===== src/rtl/fir_band_filter.sv =====
// Single-rate FIR accumulator over one sequencing burst: multiplies each sample with its ROM
// coefficient and emits the Q1.15-scaled sum. Define FIR_SAT_EN to saturate instead of wrap.
module fir_band_filter #(
    parameter int unsigned TAPS = 1021
) (
    input  logic        clk,
    input  logic        rst_n,
    input  logic        sequencing,
    input  logic [15:0] smpl_in,
    output logic [9:0]  coef_addr,
    input  logic [15:0] coef,
    output logic [15:0] smpl_out,
    output logic        vld,
    output logic        len_err
);

    localparam int unsigned CNT_W  = 10;
    localparam int unsigned SMPL_W = 16;
    localparam int unsigned PROD_W = 32;
    localparam int unsigned ACC_W  = 42;
    localparam logic [CNT_W-1:0] TAPS_C = CNT_W'(TAPS);

    typedef enum logic [1:0] {IDLE, ACCUM, DRAIN, OUT} state_e;

    state_e                    state_q, state_d;
    logic                      seq_q;
    logic [CNT_W-1:0]          cnt_q, cnt_d;
    logic                      ovf_q, ovf_d;
    logic signed [PROD_W-1:0]  prod_q, prod_d;
    logic                      prod_vld_q, prod_vld_d;
    logic                      prod_first_q, prod_first_d;
    logic signed [ACC_W-1:0]   acc_q, acc_d;
    logic [SMPL_W-1:0]         smpl_out_q, smpl_out_d;
    logic                      vld_q, vld_d;
    logic                      len_err_q, len_err_d;
    logic [CNT_W-1:0]          coef_addr_q, coef_addr_d;

    logic                      rise_c;
    logic                      accept_c;
    logic signed [SMPL_W-1:0]  smpl_s;
    logic signed [SMPL_W-1:0]  coef_s;
    logic signed [PROD_W-1:0]  mult_c;
    logic [SMPL_W-1:0]         scaled_c;

    assign rise_c = sequencing & ~seq_q;
    assign smpl_s = smpl_in;
    assign coef_s = coef;
    assign mult_c = PROD_W'(smpl_s) * PROD_W'(coef_s);

`ifdef FIR_SAT_EN
    logic ovr_c;
    // Bits above the Q1.15 window must all match the sign, otherwise clamp.
    assign ovr_c    = ~((&acc_q[ACC_W-1:30]) | ~(|acc_q[ACC_W-1:30]));
    assign scaled_c = ovr_c ? (acc_q[ACC_W-1] ? 16'h8000 : 16'h7FFF) : acc_q[30:15];
`else
    assign scaled_c = acc_q[30:15];
`endif

    // Next-state, tap counting and pipeline stages.
    always_comb begin
        state_d      = state_q;
        cnt_d        = cnt_q;
        ovf_d        = ovf_q;
        accept_c     = 1'b0;
        prod_d       = prod_q;
        prod_vld_d   = 1'b0;
        prod_first_d = prod_first_q;
        acc_d        = acc_q;

        case (state_q)
            IDLE: begin
                cnt_d = '0;
                ovf_d = 1'b0;
                if (rise_c) begin
                    state_d  = ACCUM;
                    accept_c = 1'b1;
                end
            end
            ACCUM: begin
                if (!sequencing) begin
                    state_d = DRAIN;
                end else if (cnt_q < TAPS_C) begin
                    accept_c = 1'b1;
                end else begin
                    ovf_d = 1'b1;
                end
            end
            DRAIN: state_d = OUT;
            OUT: begin
                state_d = IDLE;
                cnt_d   = '0;
            end
            default: state_d = IDLE;
        endcase

        if (accept_c) begin
            cnt_d        = cnt_q + CNT_W'(1);
            prod_d       = mult_c;
            prod_vld_d   = 1'b1;
            prod_first_d = (state_q == IDLE);
        end

        if (prod_vld_q) begin
            acc_d = prod_first_q ? ACC_W'(prod_q) : acc_q + ACC_W'(prod_q);
        end
    end

    // Registered outputs; the ROM address leads the sample by one cycle.
    always_comb begin
        vld_d       = (state_d == OUT);
        smpl_out_d  = vld_d ? scaled_c : smpl_out_q;
        len_err_d   = vld_d & ((cnt_q != TAPS_C) | ovf_q);
        coef_addr_d = (state_d == ACCUM) ? cnt_d + CNT_W'(1) : CNT_W'(1);
    end

    always_ff @(posedge clk or negedge rst_n) begin
        if (!rst_n) begin
            state_q      <= IDLE;
            seq_q        <= 1'b1;
            cnt_q        <= '0;
            ovf_q        <= 1'b0;
            prod_q       <= '0;
            prod_vld_q   <= 1'b0;
            prod_first_q <= 1'b0;
            acc_q        <= '0;
            smpl_out_q   <= '0;
            vld_q        <= 1'b0;
            len_err_q    <= 1'b0;
            coef_addr_q  <= CNT_W'(1);
        end else begin
            state_q      <= state_d;
            seq_q        <= sequencing;
            cnt_q        <= cnt_d;
            ovf_q        <= ovf_d;
            prod_q       <= prod_d;
            prod_vld_q   <= prod_vld_d;
            prod_first_q <= prod_first_d;
            acc_q        <= acc_d;
            smpl_out_q   <= smpl_out_d;
            vld_q        <= vld_d;
            len_err_q    <= len_err_d;
            coef_addr_q  <= coef_addr_d;
        end
    end

    assign coef_addr = coef_addr_q;
    assign smpl_out  = smpl_out_q;
    assign vld       = vld_q;
    assign len_err   = len_err_q;

endmodule


===== config.mk =====
export PLATFORM = sky130hd
export DESIGN_NAME = fir_band_filter
export DESIGN_NICKNAME = d
export VERILOG_FILES = /design/src/rtl/fir_band_filter.sv
export SDC_FILE = /design/constraint.sdc
export NUM_CORES = 1
export LEC_CHECK = 0
export BUFFER_PORTS_ARGS = -buffer_cell sky130_fd_sc_hd__buf_2
export CORE_UTILIZATION = 61
export DETAILED_ROUTE_END_ITERATION = 16
export PLACE_DENSITY = 0.79
export SLEW_MARGIN = 10
export SYNTH_ARGS = -nofsm -noshare
export SYNTH_HDL_FRONTEND = slang
export SYNTH_SLANG_ARGS = --single-unit

===== constraint.sdc =====
create_clock -name clk -period 2.8 [get_ports clk]
set_input_delay 0.42 -clock clk [delete_from_list [all_inputs] [get_ports clk]]
set_output_delay 0.42 -clock clk [all_outputs]
set_load 0.005 [all_outputs]

After elaboration in Yosys (flattened, before gate mapping) --
Index checks and enable logic that the tools add are counted.
Word-level totals: register bits 118, output and inout bits 28
Cells by class: multiply operators 1, reductions and logical operators 4, equality and inequality tests 8, order comparisons 1, $add $sub $neg 3, bitwise logic cells 4, mux-type cells 15
Operators with widths (number):
- $add A42 B32 Y42 | 1
- $mux W42 | 1
- $mul A16 B16 Y32 | 1
- $mux W10 | 3
- $add A10 B1 Y10 const B | 2
- $lt A10 B10 Y1 const B | 1
- $ne A10 B10 Y1 const B | 1
- $pmux W2 S4 | 1
- $eq A2 B2 Y1 const B | 3
- $mux W1 | 6
- $eq A2 B1 Y1 const B | 2
- $mux W2 | 2
- $ne A2 B2 Y1 const B | 2
- $pmux W1 S2 | 2
- $reduce_and A3 Y1 | 1
- $and A1 B1 Y1 | 2
- $logic_not A2 Y1 | 1
- $reduce_bool A2 Y1 | 1
- $reduce_or A2 Y1 | 1
- $not A1 Y1 | 1
- $or A1 B1 Y1 | 1

Depth between registers and ports, before layout --
Gate-level depths: netlist of run 1.
depth after elaboration 7, mapped depth 24, depth with buffers taken out 23

Least setup slack after synthesis of run 1 --
No wires, ideal clock.
kind input port to flip-flop, start input smpl_in[15], end register prod_q[30], setup slack -3.564 ns, cell stages on the path 24, path buffers 2, data arrival time 6.294 ns, cell sequence clkbuf_1 clkbuf_1 nand2_1 inv_1 fa_1 inv_1 fa_1 inv_1 fa_1 fa_1 fa_1 inv_1 fa_1 inv_1 ha_1 a21o_1 a21oi_1 o21ai_0 a21oi_1 nor2_1 a211oi_2 o21ai_1 or3_1 nand3_1
Between the ends: longest elaborated chain between the ends 1
Ends and longest elaborated chain:
- start: declaration | line 9 | input logic [15:0] smpl_in,
- $mul A16 B16 Y32 | line 48 | assign mult_c = PROD_W'(smpl_s) * PROD_W'(coef_s);
- end signal: assignment | line 135 | prod_q <= prod_d;
- end: declaration | line 29 | logic signed [PROD_W-1:0] prod_q, prod_d;
Every way passes these cells. A chain may end at the register's enable or synchronous reset.

Worst setup path after layout of run 1 --
start input coef[6], end register prod_q[20]
Between the ends: longest elaborated chain between the ends 1
Ends and longest elaborated chain:
- start: declaration | line 11 | input logic [15:0] coef,
- $mul A16 B16 Y32 | line 48
Every way passes these cells.

==> results of run 1 <==
## critical path, cell delays in order
cell	delay (ns)
buf_12	0.11
buf_8	0.12
and2_4	0.13
fa_1	0.49
inv_2	0.04
fa_1	0.51
fa_1	0.57
inv_2	0.04
fa_1	0.47
fa_1	0.49
inv_1	0.05
fa_1	0.49
inv_2	0.05
ha_4	0.22
and3_4	0.18
nor2b_4	0.12
a211o_1	0.24
a21oi_2	0.16
o21ai_2	0.11
buf_6	0.15
buf_4	0.13
buf_6	0.11
a21o_1	0.16
a211oi_2	0.25
o31ai_1	0.13
## cell type report
type,count,area share
Inverter,334,0.0650
Multi-Input combinational cell,1217,0.644
Clock inverter,7,0.00560
Sequential cell,106,0.137
Timing Repair Buffer,276,0.116
Tap cell,330,0.0212
Clock buffer,9,0.0116
## per-layer routing
| metal | wire length [um] | GRT usage |
|---|---|---|
| met5 | 0 | 0 |
| met4 | 1340 | 0.111 |
| met3 | 1660 | 0.0413 |
| met2 | 20100 | 0.558 |
| met1 | 15700 | 0.382 |
## registers in the layout (all words and copies together) (netlist names)
name,count
acc_q,31
seq_q,1
prod_vld_q,1
smpl_out,16
cnt_q,10
prod_first_q,1
len_err,1
prod_q,31
ovf_q,1
coef_addr,10
vld,1
state_q,2
## per-stage QoR
step           setup TNS, ns  instances  utilization
3_3_place_gp          -68.41       2246        0.720
6_report              -57.77       2279        0.770
2_1_floorplan         -56.56       1715            -
3_5_place_dp          -70.40       2246        0.720
4_1_cts               -56.95       2271        0.757
5_1_grt               -62.31       2279        0.770
## logic make-up (layout without fill, tap and decap cells)
logic type      Yosys count  in the layout  synth area share
compound gates          264            264             0.109
xor+xnor                 59             59            0.0328
fa+ha+maj               374            374             0.420
buf+inv                 392            626            0.0951
flops                   106            106             0.169
mux                      32             32            0.0230
simple gates            488            488             0.152
## Yosys cell counts (3+ instances only)
library cell	n
a211o_1	3
a211oi_1	14
a21o_1	27
a21oi_1	79
a31oi_1	9
a41oi_1	3
and2_1	127
and3_1	8
buf_1	5
clkbuf_1	50
dfrtp_1	104
fa_1	257
ha_1	117
inv_1	333
mux2_2	17
mux2i_1	12
nand2_1	195
nand2b_1	11
nand3_1	17
nand3b_1	3
nand4_1	4
nor2_1	69
nor2b_1	12
nor3_1	16
nor3b_1	3
o211ai_1	14
o21a_1	10
o21ai_0	53
o21ai_1	8
o21bai_1	9
o31a_1	3
o31ai_1	3
or2_2	3
or3_1	7
xnor2_1	39
xor2_1	20
## worst paths after layout
path	slack, ns	cells past startpoint	endpoint
hold / removal	0.23	1	seq_q$_DFF_PN1_
min in group asynchronous	0.42	2	acc_q[6]$_DFFE_PN0P_
max in group asynchronous	1.62	3	coef_addr[0]$_DFF_PN1_
setup / recovery	-2.92	25	prod_q[20]$_DFFE_PN0P_
setup reg to reg	0.06	14	acc_q[28]$_DFFE_PN0P_
hold reg to reg	0.51	1	smpl_out[6]$_DFFE_PN0P_
## what timing repair did
| item | CTS | global route |
|---|---|---|
| hold buffers | 1 | 0 |
| gates resized for setup | 142 | 75 |
| buffers inserted | 9 | 11 |
| gates cloned | 0 | 0 |
| setup endpoints to repair | 28 | 42 |
| hold endpoints to repair | 7 | 0 |
| pin swaps | 72 | 74 |
==> key figures, run 1 <==
Worst setup path
  – Critical Path RT: 3.00 ns
  – Crit path max fanout: 7
  – WS Path Type: primary input to flip-flop
  – Worst R2R Start: acc_q[0]$_DFFE_PN0P_
  – CP endpoint kind: flip-flop
  – Worst Setup SP: coef[6]
  – Arr. time, crit path: 5.92 ns
  – CP startpoint kind: primary input

Logic synthesis
  – Cells after Synth: 1715
  – Synth Register Bits: 106
  – Post-synthesis async set-or-reset flop share: 1.00
  – Post-synth EDFFs: 0
  – Syn Area/Cell: 9.18 um^2
  – Synth Flop Type: dfrtp_1
  – Post-synth top area share: 0.327
  – Post-Syn Area: 0.0157 mm^2
  – Top post-synthesis cells by area: fa_1 33%, dfrtp_1 17%, ha_1 9.3%
  – Post-synthesis cell type count: 76
  – Register area share after synthesis: 0.169
  – Synth area leader: fa_1
  – Net count after synthesis: 2124
  – Ys Warns: 0

Global route
  – Largest net degree at the start of global routing: 59
  – GRT Overall Usage: 0.311
  – First-pass GRT wire length: 65800 um
  – Vias in the first global route: 13979
  – Initial antenna violation count: 0
  – Grt ovf: 0

Place
  – Pre-CTS setup slack: -3.27 ns
  – Dpl cell area: 0.0182 mm^2
  – Post-DP HPWL: 30500 um
  – Gpl congestion: 0.929
  – Port buffer count: 62

STA
  – Fin Clk Skew: 0.0109 ns
  – Worst Tran Pin Value: 1.05 ns
  – Max Slew Vio Count: 0
  – Rel. slew slack: 0.299
  – Final setup fails: 26
  – Period utilisation layout: 2.04
  – Final worst setup slack: -2.92 ns
  – Final Hold Vio Count: 0
  – Fmax: 175 MHz
  – Unrepaired setup endpoints after global routing: yes
  – Hold WS: 0.229 ns
  – Tmin final: 5.72 ns

Routing
  – Wire per inst: 17.0 um
  – ANT nets after route: 0
  – Initial drt markers: 793
  – Routed WL: 38800 um
  – DRC viols: 0
  – Drt via density: 5.58
  – Pre-antenna DRT Iters: 5
  – Total number of vias: 12716

Outcome
  – Violated checks: setup timing
  – Status: finished, violations left

Layout
  – Commonest non-fill, non-tap cell in the layout: inv_1
  – Area of the multi-input gates: 0.0125 mm^2
  – FF+latch area: 0.00266 mm^2
  – Commonest cells after routing, fill and taps aside: 300 x inv_1, 239 x fa_1, 187 x nand2_1, 187 x buf_4, 102 x dfrtp_1
  – Layout cell share with drive strength beyond 1: 0.265
  – # fillers: 1626
  – Final Cell Area: 0.0194 mm^2
  – Fin nets: 2353
  – # diodes: 0
  – Layout area overhead: 23.5%

Clock network
  – Clk_lat worst skew: 0.36 ns
  – CTS H-tree lvls: 3
  – CTS tree: yes
  – CTS Root Cell: clkbuf_16
  – Clock transition at the registers of the reported paths: 0.07 ns
  – Total CTS buffers: 9
  – Clk sinks: 106
  – Maximum clock insertion buffer count: 2

Floorplanning
  – Initial Util: 0.623
  – Die width: 163 um
  – Row count: 58
  – IO Pins: 63
  – Die Area: 0.0264 mm^2
  – Core box area: 0.0253 mm^2
  – Die Span Y: 163 um

Job
  – Max-Cap Viols: 0

Worst hold path
  – Classification of the worst-slack hold path: primary input to flip-flop
  – HP Start: sequencing
Power of run 1 is not shown: default switching activity piles up to over one toggle a cycle in this logic, so the estimate is an artifact.
==> run 2, diff against run 1 <==
--- a/config.mk
+++ b/config.mk
@@ -6,9 +6,9 @@
 export NUM_CORES = 1
 export LEC_CHECK = 0
 export BUFFER_PORTS_ARGS = -buffer_cell sky130_fd_sc_hd__buf_2
-export CORE_UTILIZATION = 61
+export CORE_UTILIZATION = 59
 export DETAILED_ROUTE_END_ITERATION = 16
-export PLACE_DENSITY = 0.79
+export PLACE_DENSITY = 0.8
 export SLEW_MARGIN = 10
 export SYNTH_ARGS = -nofsm -noshare
 export SYNTH_HDL_FRONTEND = slang
==> constraint.sdc (replaced) <==
create_clock -name clk -period 5.1 [get_ports clk]
set_input_delay 0.765 -clock clk [delete_from_list [all_inputs] [get_ports clk]]
set_output_delay 0.765 -clock clk [all_outputs]
set_load 0.005 [all_outputs]
==> key figures, run 2 (same netlist as run 1, synthesis figures left out) <==
Outcome
  – Status: finished, violations left (unchanged)
  – Violated checks: DRC, setup timing (was setup timing)

Global route
  – Largest net degree at the start of global routing: 74 (was 59)
  – Grt ovf: 0 (unchanged)
  – First-pass GRT wire length: 60800 um (was 65800 um)
  – Initial antenna violation count: 0 (unchanged)
  – Vias in the first global route: 12965 (was 13979)
  – GRT Overall Usage: 0.280 (was 0.311)

Worst setup path
  – CP startpoint kind: primary input (unchanged)
  – Critical Path RT: 5.33 ns (was 3.00 ns)
  – Arr. time, crit path: 6.16 ns (was 5.92 ns)
  – CP endpoint kind: flip-flop (unchanged)
  – WS Path Type: primary input to flip-flop (unchanged)
  – Crit path max fanout: 5 (was 7)

Clock network
  – CTS H-tree lvls: 3 (unchanged)
  – Clk_lat worst skew: 0.36 ns (about the same)
  – Maximum clock insertion buffer count: 2 (unchanged)
  – Total CTS buffers: 9 (unchanged)
  – CTS tree: yes (unchanged)
  – CTS Root Cell: clkbuf_16 (unchanged)
  – Clk sinks: 106 (unchanged)
  – Clock transition at the registers of the reported paths: 0.09 ns (was 0.07 ns)

STA
  – Fmax: 169 MHz
  – Hold WS: 0.503 ns (was 0.229 ns)
  – Final Hold Vio Count: 0 (unchanged)
  – Rel. slew slack: 0.271 (was 0.299)
  – Period utilisation layout: 1.16
  – Final setup fails: 20 (was 26)
  – Max Slew Vio Count: 0 (unchanged)
  – Unrepaired setup endpoints after global routing: yes (unchanged)
  – Tmin final: 5.93 ns
  – Final worst setup slack: -0.830 ns (was -2.92 ns)
  – Worst Tran Pin Value: 1.09 ns (was 1.05 ns)
  – Fin Clk Skew: 0.0127 ns (was 0.0109 ns)

Floorplanning
  – Die Span Y: 165 um (was 163 um)
  – Die width: 165 um (was 163 um)
  – Initial Util: 0.602 (was 0.623)
  – Core box area: 0.0261 mm^2 (was 0.0253 mm^2)
  – IO Pins: 63 (unchanged)
  – Die Area: 0.0273 mm^2 (was 0.0264 mm^2)
  – Row count: 59 (was 58)

Routing
  – Pre-antenna DRT Iters: 11 (was 5)
  – DRC viols: 2 (was 0)
  – Drt via density: 5.53 (was 5.58)
  – Routed WL: 37300 um (was 38800 um)
  – ANT nets after route: 0 (unchanged)
  – Wire per inst: 16.6 um (was 17.0 um)
  – Initial drt markers: 783 (was 793)
  – Total number of vias: 12460 (was 12716)

Layout
  – Layout area overhead: 18.6% (was 23.5%)
  – Layout cell share with drive strength beyond 1: 0.215 (was 0.265)
  – Fin nets: 2323 (was 2353)
  – Commonest cells after routing, fill and taps aside: 308 x inv_1, 241 x fa_1, 192 x nand2_1, 176 x buf_4, 108 x and2_1 (was 300 x inv_1, 239 x fa_1, 187 x nand2_1, 187 x buf_4, 102 x dfrtp_1)
  – # fillers: 1866 (was 1626)
  – Commonest non-fill, non-tap cell in the layout: inv_1 (unchanged)
  – # diodes: 0 (unchanged)

Place
  – Port buffer count: 62 (unchanged)
  – Gpl congestion: 0.899 (was 0.929)
  – Post-DP HPWL: 29900 um (was 30500 um)
  – Pre-CTS setup slack: -1.28 ns (was -3.27 ns)

Job
  – Max-Cap Viols: 0 (unchanged)

Worst hold path
  – Classification of the worst-slack hold path: flip-flop to flip-flop (was primary input to flip-flop)
## run 2: cell types whose count changed in the layout (fill, tap and decap cells not counted), sizes merged
cell	delta
bufinv	-2
clkbuf	+2
buf	-31
inv	+1
clkinv	+1
dlygate4sd3	-1
## run 2: path summary, 6_finish.rpt
check,from,end,slack (ns),depth (start not counted)
min in group asynchronous,rst_n,acc_q[5]$_DFFE_PN0P_,0.53,1
worst min register to register,smpl_out[14]$_DFFE_PN0P_,smpl_out[14]$_DFFE_PN0P_,0.50,1
worst max register to register,cnt_q[0]$_DFF_PN0_,coef_addr[4]$_DFF_PN0_,1.87,11
worst max-delay path,smpl_in[6],prod_q[29]$_DFFE_PN0P_,-0.83,22
worst min-delay path,smpl_out[14]$_DFFE_PN0P_,smpl_out[14]$_DFFE_PN0P_,0.50,1
max in group asynchronous,rst_n,seq_q$_DFF_PN1_,3.58,2
## run 2: final cells by class
cell class | count | area (um^2) | area share
inverter | 334 | 1260 | 0.0675
clock inverter | 7 | 88.8 | 0.00476
clock buffer | 9 | 225 | 0.0121
sequential | 106 | 2660 | 0.142
tap | 335 | 419 | 0.0224
timing repair buffer | 246 | 1960 | 0.105
multi-input combinational | 1217 | 12100 | 0.646
## run 2: metrics by stage
| stage | area (um^2) | cells | util | setup TNS (ns) |
|---|---|---|---|---|
| final | 18700 | 2254 | 0.715 | -11.54 |
| after global routing | 18700 | 2254 | 0.715 | -15.20 |
| after CTS | 18400 | 2246 | 0.703 | -10.38 |
| after detailed placement | 17800 | 2223 | 0.679 | -19.98 |
| after global placement | 17800 | 2223 | 0.679 | -17.90 |
| after floorplan | 16100 | 1715 | - | -11.92 |
## run 2: critical path: stages
cell and delay (ns):
buf_12 0.11, and2_4 0.15, fa_1 0.53, inv_1 0.06, fa_1 0.52, fa_1 0.45
fa_1 0.56, inv_2 0.05, fa_1 0.49, inv_2 0.04, fa_1 0.51, inv_2 0.05
ha_4 0.21, a21o_1 0.20, a21o_1 0.16, a32o_2 0.25, o21ba_4 0.22, o41ai_4 0.29
o211ai_1 0.13, a21oi_1 0.17, xor2_1 0.18, o21ai_1 0.08
## run 2: what timing repair did
| action | 4_1_cts | 5_1_grt |
|---|---|---|
| pin swaps | 54 | 34 |
| gates resized for setup | 76 | 67 |
| hold buffers | 0 | 0 |
| endpoints found under the setup margin | 20 | 20 |
| buffers inserted | 8 | 7 |
| gates cloned | 0 | 2 |
## run 2: layer usage
layer | global-route usage | vias up | share of wire
met2 | 0.491 | 384 | 0.51
li1 | - | 5786 | -
met5 | 0 | - | 0
met4 | 0.0802 | 0 | 0.026
met1 | 0.369 | 6212 | 0.42
met3 | 0.0287 | 78 | 0.044
Power of run 2 is left out for the same reason.
==> run 3, diff against run 2 <==
--- a/config.mk
+++ b/config.mk
@@ -6,9 +6,9 @@
 export NUM_CORES = 1
 export LEC_CHECK = 0
 export BUFFER_PORTS_ARGS = -buffer_cell sky130_fd_sc_hd__buf_2
-export CORE_UTILIZATION = 59
+export CORE_UTILIZATION = 50
 export DETAILED_ROUTE_END_ITERATION = 16
-export PLACE_DENSITY = 0.8
+export PLACE_DENSITY = 0.69
 export SLEW_MARGIN = 10
 export SYNTH_ARGS = -nofsm -noshare
 export SYNTH_HDL_FRONTEND = slang
==> key figures, run 3 (same netlist as run 1, synthesis figures left out) <==
Worst setup path
  – Worst Setup SP: smpl_in[5] (was smpl_in[6])
  – Crit path max fanout: 8 (was 5)
  – CP startpoint kind: primary input (unchanged)
  – Worst R2R Start: cnt_q[0]$_DFF_PN0_ (unchanged)
  – Arr. time, crit path: 6.10 ns (was 6.16 ns)
  – WS Path Type: primary input to flip-flop (unchanged)
  – Critical Path RT: 5.32 ns (was 5.33 ns)
  – CP endpoint kind: flip-flop (unchanged)

Layout
  – Commonest cells after routing, fill and taps aside: 314 x inv_1, 243 x fa_1, 192 x nand2_1, 170 x buf_4, 107 x and2_1 (was 308 x inv_1, 241 x fa_1, 192 x nand2_1, 176 x buf_4, 108 x and2_1)
  – # diodes: 0 (unchanged)
  – Layout area overhead: 18.0% (was 18.6%)
  – Layout cell share with drive strength beyond 1: 0.205 (was 0.215)
  – # fillers: 2621 (was 1866)
  – Commonest non-fill, non-tap cell in the layout: inv_1 (unchanged)
  – Fin nets: 2306 (was 2323)

Floorplanning
  – Die Area: 0.0322 mm^2 (was 0.0273 mm^2)
  – Die Span Y: 179 um (was 165 um)
  – IO Pins: 63 (unchanged)
  – Die width: 179 um (was 165 um)
  – Row count: 64 (was 59)
  – Core box area: 0.0307 mm^2 (was 0.0261 mm^2)
  – Initial Util: 0.512 (was 0.602)

STA
  – Period utilisation layout: 1.15 (was 1.16)
  – Fmax: 170 MHz (was 169 MHz)
  – Worst Tran Pin Value: 1.08 ns (was 1.09 ns)
  – Final Hold Vio Count: 0 (unchanged)
  – Final worst setup slack: -0.778 ns (was -0.830 ns)
  – Final setup fails: 19 (was 20)
  – Tmin final: 5.88 ns (was 5.93 ns)
  – Fin Clk Skew: 0.00639 ns (was 0.0127 ns)
  – Rel. slew slack: 0.281 (was 0.271)
  – Max Slew Vio Count: 0 (unchanged)
  – Setup TNS: -11.04 ns (was -11.54 ns)
  – Unrepaired setup endpoints after global routing: yes (unchanged)

Routing
  – Pre-antenna DRT Iters: 7 (was 11)
  – ANT nets after route: 0 (unchanged)
  – DRC viols: 0 (was 2)
  – Initial drt markers: 565 (was 783)
  – Routed WL: 35000 um (was 37300 um)
  – Total number of vias: 12019 (was 12460)
  – Drt via density: 5.23 (was 5.53)
  – Wire per inst: 15.2 um (was 16.6 um)

Clock network
  – CTS H-tree lvls: 3 (unchanged)
  – Clk_lat worst skew: 0.36 ns (about the same)
  – CTS tree: yes (unchanged)
  – Total CTS buffers: 9 (unchanged)
  – Maximum clock insertion buffer count: 2 (unchanged)
  – CTS Root Cell: clkbuf_16 (unchanged)
  – Clock transition at the registers of the reported paths: 0.07 ns (was 0.09 ns)
  – Clk sinks: 106 (unchanged)
  – Cts hold-fix bufs: 0 (unchanged)

Global route
  – Initial antenna violation count: 0 (unchanged)
  – GRT Overall Usage: 0.231 (was 0.280)
  – Vias in the first global route: 12907 (was 12965)
  – Largest net degree at the start of global routing: 69 (was 74)
  – Grt ovf: 0 (unchanged)
  – First-pass GRT wire length: 61700 um (was 60800 um)

Place
  – Post-DP HPWL: 29400 um (was 29900 um)
  – Port buffer count: 62 (unchanged)
  – Gpl congestion: 0.864 (was 0.899)

Worst hold path
  – Classification of the worst-slack hold path: primary input to async pin (was flip-flop to flip-flop)

Outcome
  – Status: finished, violations left (unchanged)
  – Violated checks: setup timing (was DRC, setup timing)

Job
  – Max-Cap Viols: 0 (unchanged)
[run 3: cell count changes in the layout (fill, tap and decap cells not counted), moves of 6 or more]
cell and delta:
buf_4 -6, inv_1 +6, inv_2 -6, buf_6 -10
[run 3: routing by layer]
| layer | GRT usage | up-vias | routed length, um |
|---|---|---|---|
| met1 | 0.317 | 5957 | 16100 |
| li1 | - | 5764 | - |
| met3 | 0.0186 | 37 | 1310 |
| met2 | 0.401 | 261 | 17100 |
| met4 | 0.0521 | 0 | 462 |
| met5 | 0 | - | 0 |
[run 3: layout make-up]
cell class | instances | area [um^2] | area share
Multi-Input combinational cell | 1217 | 12000 | 0.648
Sequential cell | 106 | 2660 | 0.143
Timing Repair Buffer | 229 | 1780 | 0.0957
Inverter | 334 | 1260 | 0.0679
Tap cell | 396 | 495 | 0.0267
Clock buffer | 9 | 225 | 0.0121
Clock inverter | 7 | 113 | 0.00606
[run 3: worst paths after layout]
| check | end | slack [ns] | depth (start not counted) |
|---|---|---|---|
| max in group asynchronous | prod_vld_q$_DFF_PN0_ | 3.47 | 2 |
| worst max-delay path | prod_q[27]$_DFFE_PN0P_ | -0.78 | 22 |
| worst min register to register | smpl_out[14]$_DFFE_PN0P_ | 0.50 | 1 |
| min in group clk | smpl_out[14]$_DFFE_PN0P_ | 0.50 | 1 |
| worst max register to register | coef_addr[6]$_DFF_PN0_ | 1.90 | 12 |
| worst min-delay path | smpl_out[1]$_DFFE_PN0P_ | 0.42 | 1 |
[run 3: critical path: stages]
cell	delay, ns
buf_12	0.11
and2_4	0.15
fa_1	0.55
inv_2	0.05
fa_1	0.51
fa_1	0.44
fa_1	0.54
inv_2	0.04
fa_1	0.50
inv_2	0.04
fa_1	0.51
inv_2	0.05
ha_4	0.21
a21o_1	0.20
a21o_1	0.18
a32o_2	0.26
o21ba_4	0.21
o41ai_4	0.27
o21bai_1	0.13
a21oi_2	0.16
xor2_1	0.15
o21ai_1	0.07
[run 3: what timing repair did]
action	4_1_cts	5_1_grt
pin swaps	49	26
setup buffers	9	4
setup endpoints to repair	20	21
resized for setup	87	39
[run 3: through the flow]
| step | hold slack [ns] | area, um^2 | std cells | utilization | setup WS [ns] |
|---|---|---|---|---|---|
| floorplan | 0.467 | 16100 | 1715 | - | -0.970 |
| global placement | 0.485 | 17700 | 2270 | 0.577 | -1.18 |
| detailed placement | 0.491 | 17700 | 2270 | 0.577 | -1.27 |
| CTS | 0.441 | 18400 | 2295 | 0.599 | -0.765 |
| global route | 0.477 | 18600 | 2298 | 0.604 | -0.966 |
| finish | 0.422 | 18600 | 2298 | 0.604 | -0.778 |
Power of run 3 is left out for the same reason.
